--- config.mk ---
export PLATFORM = sky130hd
export DESIGN_NAME = mem_stage_bus_if
export DESIGN_NICKNAME = d
export VERILOG_FILES = /design/src/rtl/mem_stage_bus_if.sv
export SDC_FILE = /design/constraint.sdc
export NUM_CORES = 1
export LEC_CHECK = 0
export ABC_AREA = 1
export BUFFER_PORTS_ARGS = -buffer_cell sky130_fd_sc_hd__buf_2
export CAP_MARGIN = 20
export CORE_ASPECT_RATIO = 1.5
export CORE_UTILIZATION = 30
export CTS_CLUSTER_DIAMETER = 120
export CTS_CLUSTER_SIZE = 12
export DETAILED_ROUTE_END_ITERATION = 10
export PLACE_DENSITY = 0.65
export SLEW_MARGIN = 20
export SYNTH_ARGS = -nofsm -noshare
export SYNTH_HDL_FRONTEND = slang
export SYNTH_SLANG_ARGS = --single-unit
export TNS_END_PERCENT = 20
--- constraint.sdc ---
create_clock -name i_clk -period 1.9 [get_ports i_clk]
set_input_delay 0.38 -clock i_clk [delete_from_list [all_inputs] [get_ports i_clk]]
set_output_delay 0.38 -clock i_clk [all_outputs]
set_load 0.05 [all_outputs]
--- src/rtl/mem_stage_bus_if.sv ---
// Memory-stage data-bus interface: runs req/ack load/store transactions,
// stalls the pipeline while they are in flight, and returns extended load data.
module mem_stage_bus_if #(
    parameter int DATA_WIDTH     = 32,
    parameter int ADDRESS_WIDTH  = 32,
    parameter int TIMEOUT_CYCLES = 16,
    parameter int CNT_WIDTH      = 5
) (
    input  logic                     i_clk,
    input  logic                     i_rst_n,
    input  logic                     i_MemReadM,
    input  logic                     i_MemWriteM,
    input  logic [1:0]               i_MemSizeM,
    input  logic                     i_MemSignedM,
    input  logic [ADDRESS_WIDTH-1:0] i_ALUOutM,
    input  logic [DATA_WIDTH-1:0]    i_WriteDataM,
    input  logic                     i_bus_ack,
    input  logic [DATA_WIDTH-1:0]    i_bus_rdata,
    output logic                     o_bus_req,
    output logic                     o_bus_we,
    output logic [ADDRESS_WIDTH-1:0] o_bus_addr,
    output logic [DATA_WIDTH-1:0]    o_bus_wdata,
    output logic [3:0]               o_bus_be,
    output logic [DATA_WIDTH-1:0]    o_ReadDataM,
    output logic                     o_StallM,
    output logic                     o_MisalignM,
    output logic                     o_BusErrM
);

    localparam logic [1:0] S_IDLE = 2'd0;
    localparam logic [1:0] S_REQ  = 2'd1;
    localparam logic [1:0] S_DONE = 2'd2;

    localparam logic [CNT_WIDTH-1:0] CNT_LAST = CNT_WIDTH'(TIMEOUT_CYCLES - 1);

    logic [1:0]            state;
    logic [CNT_WIDTH-1:0]  cnt;
    logic [1:0]            lane_q;
    logic [1:0]            size_q;
    logic                  sgn_q;

    logic                  access;
    logic                  misalign;
    logic                  in_idle;
    logic                  start;
    logic [3:0]            be_next;
    logic [DATA_WIDTH-1:0] wdata_next;
    logic [7:0]            byte_sel;
    logic [15:0]           half_sel;
    logic [DATA_WIDTH-1:0] load_ext;

    always_comb begin
        access   = i_MemReadM | i_MemWriteM;
        in_idle  = (state == S_IDLE);
        misalign = 1'b0;
        if (i_MemSizeM == 2'b01)
            misalign = i_ALUOutM[0];
        else if (i_MemSizeM[1])
            misalign = |i_ALUOutM[1:0];
        start = in_idle & access & ~misalign;
    end

    // Gated by reset so nothing is requested of the pipeline while held in reset.
    assign o_MisalignM = i_rst_n & in_idle & access & misalign;
    assign o_StallM    = i_rst_n & (start | (state == S_REQ));

    always_comb begin
        be_next    = 4'b1111;
        wdata_next = i_WriteDataM;
        if (i_MemSizeM == 2'b00) begin
            be_next    = 4'b0001 << i_ALUOutM[1:0];
            wdata_next = {4{i_WriteDataM[7:0]}};
        end else if (i_MemSizeM == 2'b01) begin
            be_next    = i_ALUOutM[1] ? 4'b1100 : 4'b0011;
            wdata_next = {2{i_WriteDataM[15:0]}};
        end
    end

    always_comb begin
        case (lane_q)
            2'd0:    byte_sel = i_bus_rdata[7:0];
            2'd1:    byte_sel = i_bus_rdata[15:8];
            2'd2:    byte_sel = i_bus_rdata[23:16];
            default: byte_sel = i_bus_rdata[31:24];
        endcase
        half_sel = lane_q[1] ? i_bus_rdata[31:16] : i_bus_rdata[15:0];
        if (size_q == 2'b00)
            load_ext = {{24{sgn_q & byte_sel[7]}}, byte_sel};
        else if (size_q == 2'b01)
            load_ext = {{16{sgn_q & half_sel[15]}}, half_sel};
        else
            load_ext = i_bus_rdata;
    end

    always_ff @(posedge i_clk or negedge i_rst_n) begin
        if (!i_rst_n) begin
            state       <= S_IDLE;
            cnt         <= '0;
            lane_q      <= '0;
            size_q      <= '0;
            sgn_q       <= 1'b0;
            o_bus_req   <= 1'b0;
            o_bus_we    <= 1'b0;
            o_bus_addr  <= '0;
            o_bus_wdata <= '0;
            o_bus_be    <= '0;
            o_ReadDataM <= '0;
            o_BusErrM   <= 1'b0;
        end else begin
            o_BusErrM <= 1'b0;
            case (state)
                S_IDLE: begin
                    if (start) begin
                        o_bus_req   <= 1'b1;
                        o_bus_we    <= i_MemWriteM;
                        o_bus_addr  <= {i_ALUOutM[ADDRESS_WIDTH-1:2], 2'b00};
                        o_bus_wdata <= wdata_next;
                        o_bus_be    <= be_next;
                        lane_q      <= i_ALUOutM[1:0];
                        size_q      <= i_MemSizeM;
                        sgn_q       <= i_MemSignedM;
                        cnt         <= '0;
                        state       <= S_REQ;
                    end
                end
                S_REQ: begin
                    cnt <= cnt + 1'b1;
                    // Ack is checked first so it wins over a coincident timeout.
                    if (i_bus_ack) begin
                        o_bus_req <= 1'b0;
                        if (!o_bus_we)
                            o_ReadDataM <= load_ext;
                        state <= S_DONE;
                    end else if (cnt == CNT_LAST) begin
                        o_bus_req   <= 1'b0;
                        o_BusErrM   <= 1'b1;
                        o_ReadDataM <= '0;
                        state       <= S_DONE;
                    end
                end
                default: state <= S_IDLE;
            endcase
        end
    end

endmodule

==> results, run 1 <==
- The run finished, with violations left.
- The checks that failed: negative setup slack.
- The compound-gate portion of the synthesized area is 0.0634.
- The initial utilization of the core area, before any placement, comes to 0.309.
- The aggregate global routing overflow is 0.
- The number of instances in the synthesized netlist is 742.
- The final hold violation count is 0.
- Before CTS, the worst setup slack after placement is 0.154 ns.
- The arithmetic-cell share of the synthesized area counting full adders, half adders and majority gates is 0.00450.
- The startpoint-to-endpoint class of the critical path is reg -> out.
- The floorplan has 60 rows.
- The leakage power is 4.22 nW.
- The first TritonRoute pass finished after 4 iterations.
- Of the total power, the share spent switching nets is 0.517.
- STA puts the critical path data arrival time at 1.53 ns.
- The switching power summed over all nets is 0.00745 W.
- The initial antenna violation count is 1.
- The routed layout has 5477 vias.
- The accumulated negative setup slack is -0.0114 ns.
- The share of the clock period used by the worst path is 1.01.
- The part of the total power dissipated in combinational logic is 0.510.
- The highest clock frequency the design can meet is 523 MHz.
- Of the total synthesized cell area, the portion taken by AND, OR, NAND and NOR gates is 0.352.
- The actual slew at the worst max-slew pin is 0.614 ns.
- The core region area is 0.0180 mm².
- The I/O pin total is 209.
- The sequential fraction of the synthesis area is 0.508.
- The per-cell routed wire length is 14.3 µm.
- The via count of the first global-routing pass came to 5163.
- The number of distinct library cells after synthesis is 33.
- The library cell with the largest summed area after synthesis is dfrtp_1.
- The detailed router finished its first iteration with 392 violations.
- In the routed design, unresolved DRC markers number 0.
- The clock slew seen by the registers of the worst setup and hold paths is 0.06 ns.
- After synthesis, the largest family of logic cells by area is simple AND/OR/NAND/NOR gates.
- The proportion of layout cells with a drive suffix above 1 is 0.291.
- In this run the worst hold path is classified as in -> reg.
- Of the total power, registers draw 0.284.
- The nature of the critical path startpoint is a flop.
- The internal power of the cells totals 0.00695 W.
- For this run, the total global-route usage over all layers was measured as 0.179.
- The congestion estimate from routability-driven global placement came to 0.860.
- The number of buffers inserted during clock tree synthesis is 17.
- After layout, the design draws a total of 0.0144 W.
- Setup repair after global routing could not meet its margin everywhere.
- For the finished layout, the period the worst path requires is 1.91 ns.
- The hold slack is 0.162 ns.
- The number of enable-type register cells in the synthesized netlist is 0.
- Using the TritonRoute via totals, the vias-per-cell ratio works out to 4.64.
- In the post-synthesis netlist, the biggest area contributors are dfrtp_1, nand2_1, nand3_1.
- The number of synthesized register bits is 113.
- The width of the chip is 113 µm.
- The buffer depth of the longest clock path is 2.
- The clock sink count is 113.
- Once detailed placement completed, the half-perimeter wirelength came to 12400 µm.
- The die covers 0.0191 mm².
- The clock root buffer is clkbuf_16.
- Summed over all layers, the routed wires come to 16800 µm.
- After synthesis the cells add up to 0.00556 mm².
- The clock group share of total power is 0.206.
- The number of slew-limit violations in the final report is 0.
- The largest fanout on the critical path is 2.
- The worst clock skew on the final layout is 0.00509 ns.
- The number of antenna repair diodes is 0.
- Of the total synthesized cell area, the portion taken by XOR and XNOR cells is 0.
- The share of synthesized area in the top cell type comes to 0.508.
- The share of synthesized flip-flops with an asynchronous set or reset is 1.00.
- The number of buffers added on ports is 206.
- In the synthesized netlist the dominant register cell turns out to be dfrtp_1.
- The critical path capture point type is a primary output.
- The level count of the clock H-tree is 4.
- The vertical extent of the die is 169 µm.
- The setup violation total in the final timing report is 1.
- Clock latency on the worst-skew pair, taken at its later pin, is 0.41 ns.
- Max-cap violations in this run came to 0.
- Measured against its own limit, the worst slew margin works out to 0.591.
- The area added between synthesis and finish is 33.6%.
- The final worst-path setup slack is -0.0114 ns.
- The maximum number of pins on one net before global-route repair is 113.
- After the last flow step, the layout net total stands at 1057.
- The total of warnings raised by yosys is 0.
- TritonCTS built the clock tree.
- The final antenna-violating net count is 0.
- The worst supply voltage drop on vdd is 0.000889 V.
- Measured against the total synthesized area, the mux share comes to 0.
- The total power divided by cell area is 1940 mW/mm².
- The required arrival time at the worst endpoint is 1.52 ns.
- The synthesized area per cell is 7.50 µm².
- The global-route wire length before repair is 26400 µm.
-- power groups by stage --
stage          sequential, W  combinational (W)  clock (W)
6_report             0.00408            0.00734    0.00297
5_1_grt              0.00422            0.00787    0.00317
4_1_cts              0.00409            0.00740    0.00306
3_5_place_dp         0.00411            0.00736          0
3_3_place_gp         0.00410            0.00729          0
2_1_floorplan        0.00731            0.00227          0
-- timing repair --
item	in CTS	in global routing
hold buffers	1	0
gates resized for setup	5	0
gates cloned	0	0
endpoints found under the hold margin	1	0
pin swaps	2	2
setup endpoints to repair	2	2
setup buffers	2	1
-- placed cells by master, fill, tap and decap left out, types with 2 or more instances in the layout --
master / count
buf_4: 16
nand2_1: 366
nand3_2: 2
inv_6: 2
clkbuf_1: 2
clkinv_2: 3
clkinv_4: 4
clkinv_1: 2
buf_6: 2
nand2_2: 2
buf_12: 6
conb_1: 2
nor2_1: 50
a21oi_1: 9
nor2_4: 2
o21ai_1: 22
buf_2: 203
dfrtp_1: 113
a31oi_1: 2
inv_1: 29
nor2_2: 4
o21ai_0: 25
ha_1: 2
nor3_2: 2
clkbuf_16: 17
inv_2: 7
clkinvlp_4: 2
nand4_1: 9
nand3_1: 42
o211ai_1: 4
-- synth_stat cells, types with 2 or more instances --
master,number
inv_2,7
o21ai_1,22
o211ai_1,4
nor2_4,2
dfrtp_1,113
nand2_1,366
nand4_1,9
nand3_2,2
clkbuf_1,4
buf_2,21
o21ai_0,25
nor2_1,50
nor2_2,4
a31oi_1,2
a21oi_1,9
clkinv_1,2
nand2_2,3
buf_6,8
nand3_1,42
ha_1,2
buf_4,5
inv_1,29
-- sequential cells by signal, summed over array words and instances, names as in the netlist --
signal / count
state: 2
size_q: 2
o_bus_addr: 30
lane_q: 2
sgn_q: 1
o_bus_be: 4
cnt: 5
o_bus_we: 1
o_bus_req: 1
o_bus_wdata: 32
o_BusErrM: 1
o_ReadDataM: 32
-- kinds of logic (layout without fill, tap and decap cells) --
logic type               Yosys count  count (layout)
flip-flops                       113             113
other                              1               2
adder cells (fa/ha/maj)            2               2
AO/OA/AOI/OAI                     66              66
AND/OR/NAND/NOR                  483             483
buffers and inverters             77             297
-- worst paths after layout --
path	slack (ns)	end	cells after the start	from
max	-0.01	o_StallM	5	state[1]
min	0.16	o_bus_addr[2]	3	i_ALUOutM[2]
max reg2reg	0.15	o_bus_wdata[23]	10	state[1]
min reg2reg	0.47	o_bus_addr[13]	2	o_bus_addr[13]
max in group asynchronous	0.76	o_bus_addr[19]	3	i_rst_n
min in group asynchronous	0.34	o_bus_wdata[23]	2	i_rst_n
-- through the flow --
step / util / cells / area, µm²
2_1_floorplan: - / 743 / 5570
3_3_place_gp: 0.380 / 1145 / 6840
3_5_place_dp: 0.380 / 1145 / 6840
4_1_cts: 0.412 / 1179 / 7430
5_1_grt: 0.413 / 1180 / 7430
6_report: 0.413 / 1180 / 7430
-- critical path, cell delays in order (launching register included) --
cell and delay (ns):
dfrtp_1 0.40, nor3_2 0.21, buf_4 0.16, nand2_4 0.04, a21boi_2 0.13, buf_6 0.18
-- cell type report --
cell class,count,area [µm²]
clock buffer,19,433
clock inverter,12,113
fill,1912,10600
inverter,38,143
multi-input combinational,553,2360
sequential,113,2830
tap,217,272
timing repair buffer,228,1290
-- metal layers --
layer	up-vias	wire length [µm]	global-route usage
li1	2746	-	-
met1	2511	6890	0.209
met2	193	8590	0.313
met3	25	1030	0.0476
met4	2	323	0.0658
met5	-	13	0
No activity file was read; power rests on OpenSTA's default activity.
==> run 2, diff against run 1 <==
--- a/config.mk
+++ b/config.mk
@@ -11,3 +11,3 @@
 export CORE_ASPECT_RATIO = 1.5
-export CORE_UTILIZATION = 30
+export CORE_UTILIZATION = 50
 export CTS_CLUSTER_DIAMETER = 120
@@ -15,3 +15,3 @@
 export DETAILED_ROUTE_END_ITERATION = 10
-export PLACE_DENSITY = 0.65
+export PLACE_DENSITY = 0.82
 export SLEW_MARGIN = 20
==> constraint.sdc (replaced) <==
create_clock -name i_clk -period 1.9 [get_ports i_clk]
set_input_delay 0.19 -clock i_clk [delete_from_list [all_inputs] [get_ports i_clk]]
set_output_delay 0.19 -clock i_clk [all_outputs]
set_load 0.05 [all_outputs]
==> run 2 against run 1 <==
- the flow now finishes without violations
- final cell count fell by 4.0%
- register-to-register slack gained 0.06 ns
- flip-flop and latch count unchanged
- core utilization up 30 points
- combinational power is essentially flat
- worst hold slack lost 0.14 ns
- critical endpoint unchanged
- largest power group unchanged
- highest routed layer is now met4
==> results, run 2 (synthesized netlist as in run 1, its figures left out) <==
- The number of vias after detailed routing is 5752 (+5.0%).
- The count of routing violations after the opening detailed-route iteration came to 284 (-28%).
- The number of design rule violations left after detail routing came to 0 (unchanged).
- The buffer depth of the longest clock path is 2 (unchanged).
- The post-layout utilization of the core is 0.711 (+0.299).
- The proportion of layout cells with a drive suffix above 1 is 0.279 (-0.0117).
- The commonest non-fill, non-tap cell in the layout is nand2_1.
- The initial antenna violation count is 0 (-1).
- The per-cell routed wire length is 14.5 µm (+1.4%).
- The worst supply voltage drop on vdd came to 0.00105 V (+19%).
- CTS placed an instance of clkbuf_16 at the clock tree root.
- The minimum period implied by the final worst setup slack is 1.82 ns (-0.0886 ns).
- The maximum number of pins on one net before global-route repair is 82 (-27%).
- The global-route wire length before repair is 26700 µm (+0.89%).
- The final estimated routing congestion in global placement is 0.931 (+8.2%).
- The number of cell rows is 46 (-23%).
- The aggregate global routing overflow is 0 (unchanged).
- The final worst-path setup slack is 0.0772 ns (+0.0886 ns).
- The hold slack was 0.0206 ns (-0.141 ns).
- The number of buffers inserted during clock tree synthesis is 17 (unchanged).
- Compared with the post-synthesis result, the final layout area differs by 36.9%.
- In the layout the commonest cells are nand2_1, buf_2, dfrtp_1.
- The total number of nets in the final design is 1082 (+2.4%).
- The total global-route track usage is 0.299 (+0.120).
- The clock slew seen by the registers of the worst setup and hold paths is 0.06 ns (about the same).
- The data arrival time of the worst path came to 1.63 ns (+0.10 ns).
- The net switching fraction of the power is 0.516 (-0.00150).
- The accumulated negative setup slack is 0 ns (+0.0114 ns).
- The TritonCTS clock tree is yes.
- The minimum setup slack after placement is 0.231 ns (+0.0762 ns).
- The first-pass iteration count of the detailed router is 7 (+3).
- The run finished with clean final reports.
- The core region area came to 0.0107 mm² (-41%).
- The cell-internal power is 0.00709 W (+2.0%).
- The setup violation total in the final timing report was 0 (-1).
- The leakage power is 4.33 nW (+2.6%).
- Setup repair after global routing left no endpoint under its margin.
- The vertical extent of the die is 131 µm (-22%).
- The number of antenna repair diodes is 0 (unchanged).
- The clock sink count is 113 (unchanged).
- The level count of the clock H-tree is 4 (unchanged).
- The initial core utilization came to 0.520 (+0.211).
- The share of the clock period used by the worst path is 0.959 (-0.0466).
- The required arrival time at the worst endpoint is 1.71 ns (+0.19 ns).
- The sequential group share of total power is 0.280 (-0.004).
- The worst hold path belongs to the class in -> reg.
- The routed wire length is 16400 µm (-2.6%).
- The largest fanout on the critical path was 5 (+3).
- The clock group share of total power is 0.221 (+0.015).
- The I/O pin total is 209 (unchanged).
- The clock latency of the later-clocked register in the worst-skew pair came to 0.42 ns (about the same).
- The critical path capture point type is a primary output.
- The highest clock frequency the design can meet was 549 MHz (+4.9%).
- The final hold violation count is 0 (unchanged).
- The total power divided by cell area came to 1920 mW/mm² (-0.70%).
- The final antenna-violating net count came to 0 (unchanged).
- The worst clock skew on the final layout is 0.00915 ns (+0.00406 ns).
- The number of buffers added on ports was 206 (unchanged).
- The via count of the first global-routing pass came to 5525 (+7.0%).
- The switching power summed over all nets was 0.00755 W (+1.4%).
- The critical path is of the reg -> out type.
- The part of the total power dissipated in combinational logic is 0.499 (-0.011).
- The largest registers in the layout are o_ReadDataM: 32 flops, o_bus_wdata: 32 flops, o_bus_addr: 30 flops.
- The per-cell via count in the routed design came to 5.08 (+9.4%).
- STA classifies the critical path startpoint as a flop.
- The width of the chip came to 88.1 µm (-22%).
- The number of slew-limit violations in the final report is 0 (unchanged).
- The area enclosed by the die boundary came to 0.0116 mm² (-39%).
- The max-capacitance violation count is 0 (unchanged).
- The HPWL after detailed placement is 10700 µm (-13%).
- The number of buffers added for setup after CTS was 0 (-2).
run 2: metrics by stage:
step,std cells,power [W],area [µm²]
3_5_place_dp,1069,0.0113,6680
4_1_cts,1133,0.0146,7610
3_3_place_gp,1069,0.0112,6680
6_report,1133,0.0146,7610
5_1_grt,1133,0.0154,7610
2_1_floorplan,743,0.00957,5570
run 2: per-layer routing:
layer	global-route usage	share of wire	wire [µm]
met3	0.0754	0.072	1180
met1	0.346	0.38	6190
met2	0.503	0.51	8450
met5	0	0	0
met4	0.149	0.036	589
run 2: layout make-up:
class	instances	area, µm²
Tap cell	144	180
Multi-Input combinational cell	553	2350
Timing Repair Buffer	253	1510
Inverter	38	143
Sequential cell	113	2830
Clock buffer	17	425
Clock inverter	15	174
Fill cell	851	3090
run 2: final timing paths:
kind / from / endpoint / slack [ns] / depth (start not counted)
max: state[1] / o_StallM / 0.08 / 5
min: i_bus_ack / o_BusErrM / 0.02 / 2
max reg2reg: cnt[0] / o_ReadDataM[1] / 0.21 / 10
min reg2reg: o_ReadDataM[17] / o_ReadDataM[17] / 0.47 / 2
max in group asynchronous: i_rst_n / o_bus_addr[14] / 1.05 / 3
min in group asynchronous: i_rst_n / cnt[0] / 0.16 / 2
run 2: what timing repair did:
action / CTS / global route
gates resized for setup: 1 / 2
hold endpoints to repair: 144 / 0
setup endpoints to repair: 1 / 2
hold buffers: 32 / 0
run 2: power groups by stage:
| stage | logic [W] | clock network (W) | registers, W |
|---|---|---|---|
| 6_report | 0.00731 | 0.00323 | 0.00410 |
| 5_1_grt | 0.00784 | 0.00339 | 0.00422 |
| 4_1_cts | 0.00728 | 0.00328 | 0.00407 |
| 3_5_place_dp | 0.00722 | 0 | 0.00407 |
| 3_3_place_gp | 0.00713 | 0 | 0.00407 |
| 2_1_floorplan | 0.00227 | 0 | 0.00731 |
run 2: critical path, cell delays in order (launching register included):
cell and delay [ns]:
dfrtp_1 0.41, nor3_2 0.23, buf_4 0.16, nand2_4 0.06
a21boi_1 0.16, buf_6 0.19
==> run 3, diff against run 2 <==
Settings changed: CELL_PAD_IN_SITES_DETAIL_PLACEMENT set to 0, CELL_PAD_IN_SITES_GLOBAL_PLACEMENT set to 2, CORE_ASPECT_RATIO 1.5 to 2, CORE_UTILIZATION 50 to 27, CTS_BUF_LIST set to sky130_fd_sc_hd__clkbuf_4.
==> run 3 against run 2 <==
- setup slack better by 0.032 ns
- die area up 84%
- critical path type unchanged
- via count fell by 0.31%
- highest routed layer unchanged
==> results, run 3 (synthesized netlist as in run 1, its figures left out) <==
- The minimum period implied by the final worst setup slack was 1.79 ns (-0.0322 ns).
- The post-layout utilization of the core came to 0.404 (-0.308).
- The proportion of layout cells with a drive suffix above 1 is 0.269 (-0.0105).
- The final estimated routing congestion in global placement is 0.804 (-14%).
- The number of design rule violations left after detail routing is 0 (unchanged).
- The number of cell rows is 73 (+59%).
- The library cell used most frequently in the layout, excluding fill and tap cells, is nand2_1.
- The area enclosed by the die boundary is 0.0212 mm² (+84%).
- The vertical extent of the die came to 205 µm (+56%).
- Setup repair after global routing could not meet its margin everywhere.
- The routed wire length is 19700 µm (+20%).
- The class of the tightest hold or removal check is in -> reg.
- The first-pass iteration count of the detailed router is 4 (-3).
- The I/O pin total was 209 (unchanged).
- The highest-delay cell along the critical path is dfrtp_1.
- The peak per-stage delay on the critical path is 0.43 ns (+0.02 ns).
- The clock latency of the later-clocked register in the worst-skew pair came to 0.53 ns (+0.11 ns).
- The filler-free cell count of the finished design is 1313 (+16%).
- The global-route wire length before repair is 29800 µm (+12%).
- The run finished with clean final reports.
- The required arrival time at the worst endpoint is 1.71 ns (about the same).
- The worst setup path is launched from a flop.
- The per-cell routed wire length was 15.0 µm (+3.6%).
- The aggregate global routing overflow was 0 (unchanged).
- The number of buffers inserted during clock tree synthesis is 17 (unchanged).
- Measured against its own limit, the worst slew margin works out to 0.610.
- The count of routing violations after the opening detailed-route iteration is 251 (-12%).
- The initial antenna violation count came to 1 (+1).
- The core region area is 0.0200 mm² (+87%).
- The HPWL after detailed placement is 14200 µm (+32%).
- The worst clock skew on the final layout is 0.0159 ns (+0.00670 ns).
- The number of vias after detailed routing is 5734 (-0.31%).
- The share of the clock period used by the worst path is 0.942 (-0.0169).
- The initial core utilization is 0.278 (-0.242).
- In the layout the commonest cells are nand2_1, buf_2, dfrtp_1.
- The number of buffers added on ports is 206 (unchanged).
- The largest fanout on the critical path was 3 (-2).
- The leakage power was 4.45 nW (+2.8%).
- The setup violation total in the final timing report is 0 (unchanged).
- The signal on the critical path passes through nor3_4 > nand2_4 > a21boi_2 > buf_6.
- The clock sink count was 113 (unchanged).
- The highest clock frequency the design can meet was 558 MHz (+1.8%).
- The final total power is 0.0135 W (-8.0%).
- The data arrival time of the worst path was 1.60 ns (-0.03 ns).
- The total number of nets in the final design was 1143 (+5.6%).
- The final hold violation count came to 0 (unchanged).
- TritonCTS built the clock tree.
- The level count of the clock H-tree is 4 (unchanged).
- The via count of the first global-routing pass is 5703 (+3.2%).
- The per-cell via count in the routed design is 4.37 (-14%).
- The clock slew seen by the registers of the worst setup and hold paths was 0.11 ns (+0.05 ns).
- The hold slack was 0.0717 ns (+0.0511 ns).
- The total global-route track usage is 0.191 (-0.108).
- The max-capacitance violation count was 0 (unchanged).
- At the pin with the least slew margin, the transition time is 0.586 ns.
- The clock root buffer is clkbuf_4.
- The total power divided by cell area came to 1670 mW/mm² (-13%).
- The final antenna-violating net count was 0 (unchanged).
- The maximum number of pins on one net before global-route repair came to 100 (+22%).
- The width of the chip is 103 µm (+17%).
- The number of slew-limit violations in the final report came to 0 (unchanged).
- The cell count after placement is 1192 (+12%).
- The worst supply voltage drop on vdd is 0.000827 V (-22%).
- From synthesis to final layout, the design area changed by 45.1%.
- The largest registers in the layout are o_ReadDataM: 32 flops, o_bus_wdata: 32 flops, o_bus_addr: 30 flops.
- The buffer depth of the longest clock path is 2 (unchanged).
- The critical path capture point type is a primary output.
- The worst setup path is of the reg -> out kind.
==> run 3: worst max-delay path, delay by kind of cell (launching register included) <==
| kind | cells | cell delay (ns) |
|---|---|---|
| DFF | 1 | 0.43 |
| and+or+nand+nor | 2 | 0.32 |
| AOI/OAI and AO/OA | 1 | 0.15 |
| buffers and inverters | 1 | 0.18 |
==> run 3: area by class of cell <==
type	instances	area, µm²
multi-input cells	553	2360
fillers	2148	11900
flip-flops and latches	113	2830
clock inverters	15	160
diodes	1	2.50
inverters	38	143
clock buffers	17	128
well taps	262	328
repair buffers	314	2120
==> run 3: routing by layer <==
layer,track usage,vias up,wire length (µm)
li1,-,2912,-
met1,0.190,2663,7090
met2,0.379,144,11600
met3,0.0280,15,620
met4,0.0729,0,361
met5,0,-,0
==> run 3: final timing paths <==
kind / to / cells after the start / slack (ns) / start
hold reg to reg: o_bus_addr[15] / 2 / 0.48 / o_bus_addr[15]
max in group asynchronous: o_bus_wdata[14] / 3 / 0.95 / i_rst_n
min in group asynchronous: cnt[2] / 2 / 0.11 / i_rst_n
setup reg to reg: o_ReadDataM[24] / 10 / 0.25 / cnt[0]
setup / recovery: o_StallM / 4 / 0.11 / state[1]
hold / removal: o_ReadDataM[26] / 5 / 0.07 / i_bus_rdata[26]
==> run 3: stage by stage <==
stage / cell area, µm² / worst slack, ns / TNS (ns)
6_report: 8070 / 0.109 / 0
5_1_grt: 8070 / -0.0130 / -0.0130
4_1_cts: 8060 / -0.00541 / -0.00541
3_5_place_dp: 6880 / 0.248 / 0
3_3_place_gp: 6880 / 0.305 / 0
2_1_floorplan: 5570 / 0.0332 / 0
==> run 3: power by group <==
group / internal [W] / leakage (nW) / switching, W
sequential: 0.00341 / 1.41 / 0.000636
combinational: 0.00184 / 2.89 / 0.00573
clock: 0.000791 / 0.143 / 0.00107
==> run 3: repair_timing <==
action,in CTS,in global routing
endpoints found under the hold margin,200,0
hold buffers,87,0
buffers inserted,0,1
resized for setup,6,0
endpoints found under the setup margin,2,1
pin swaps,1,2
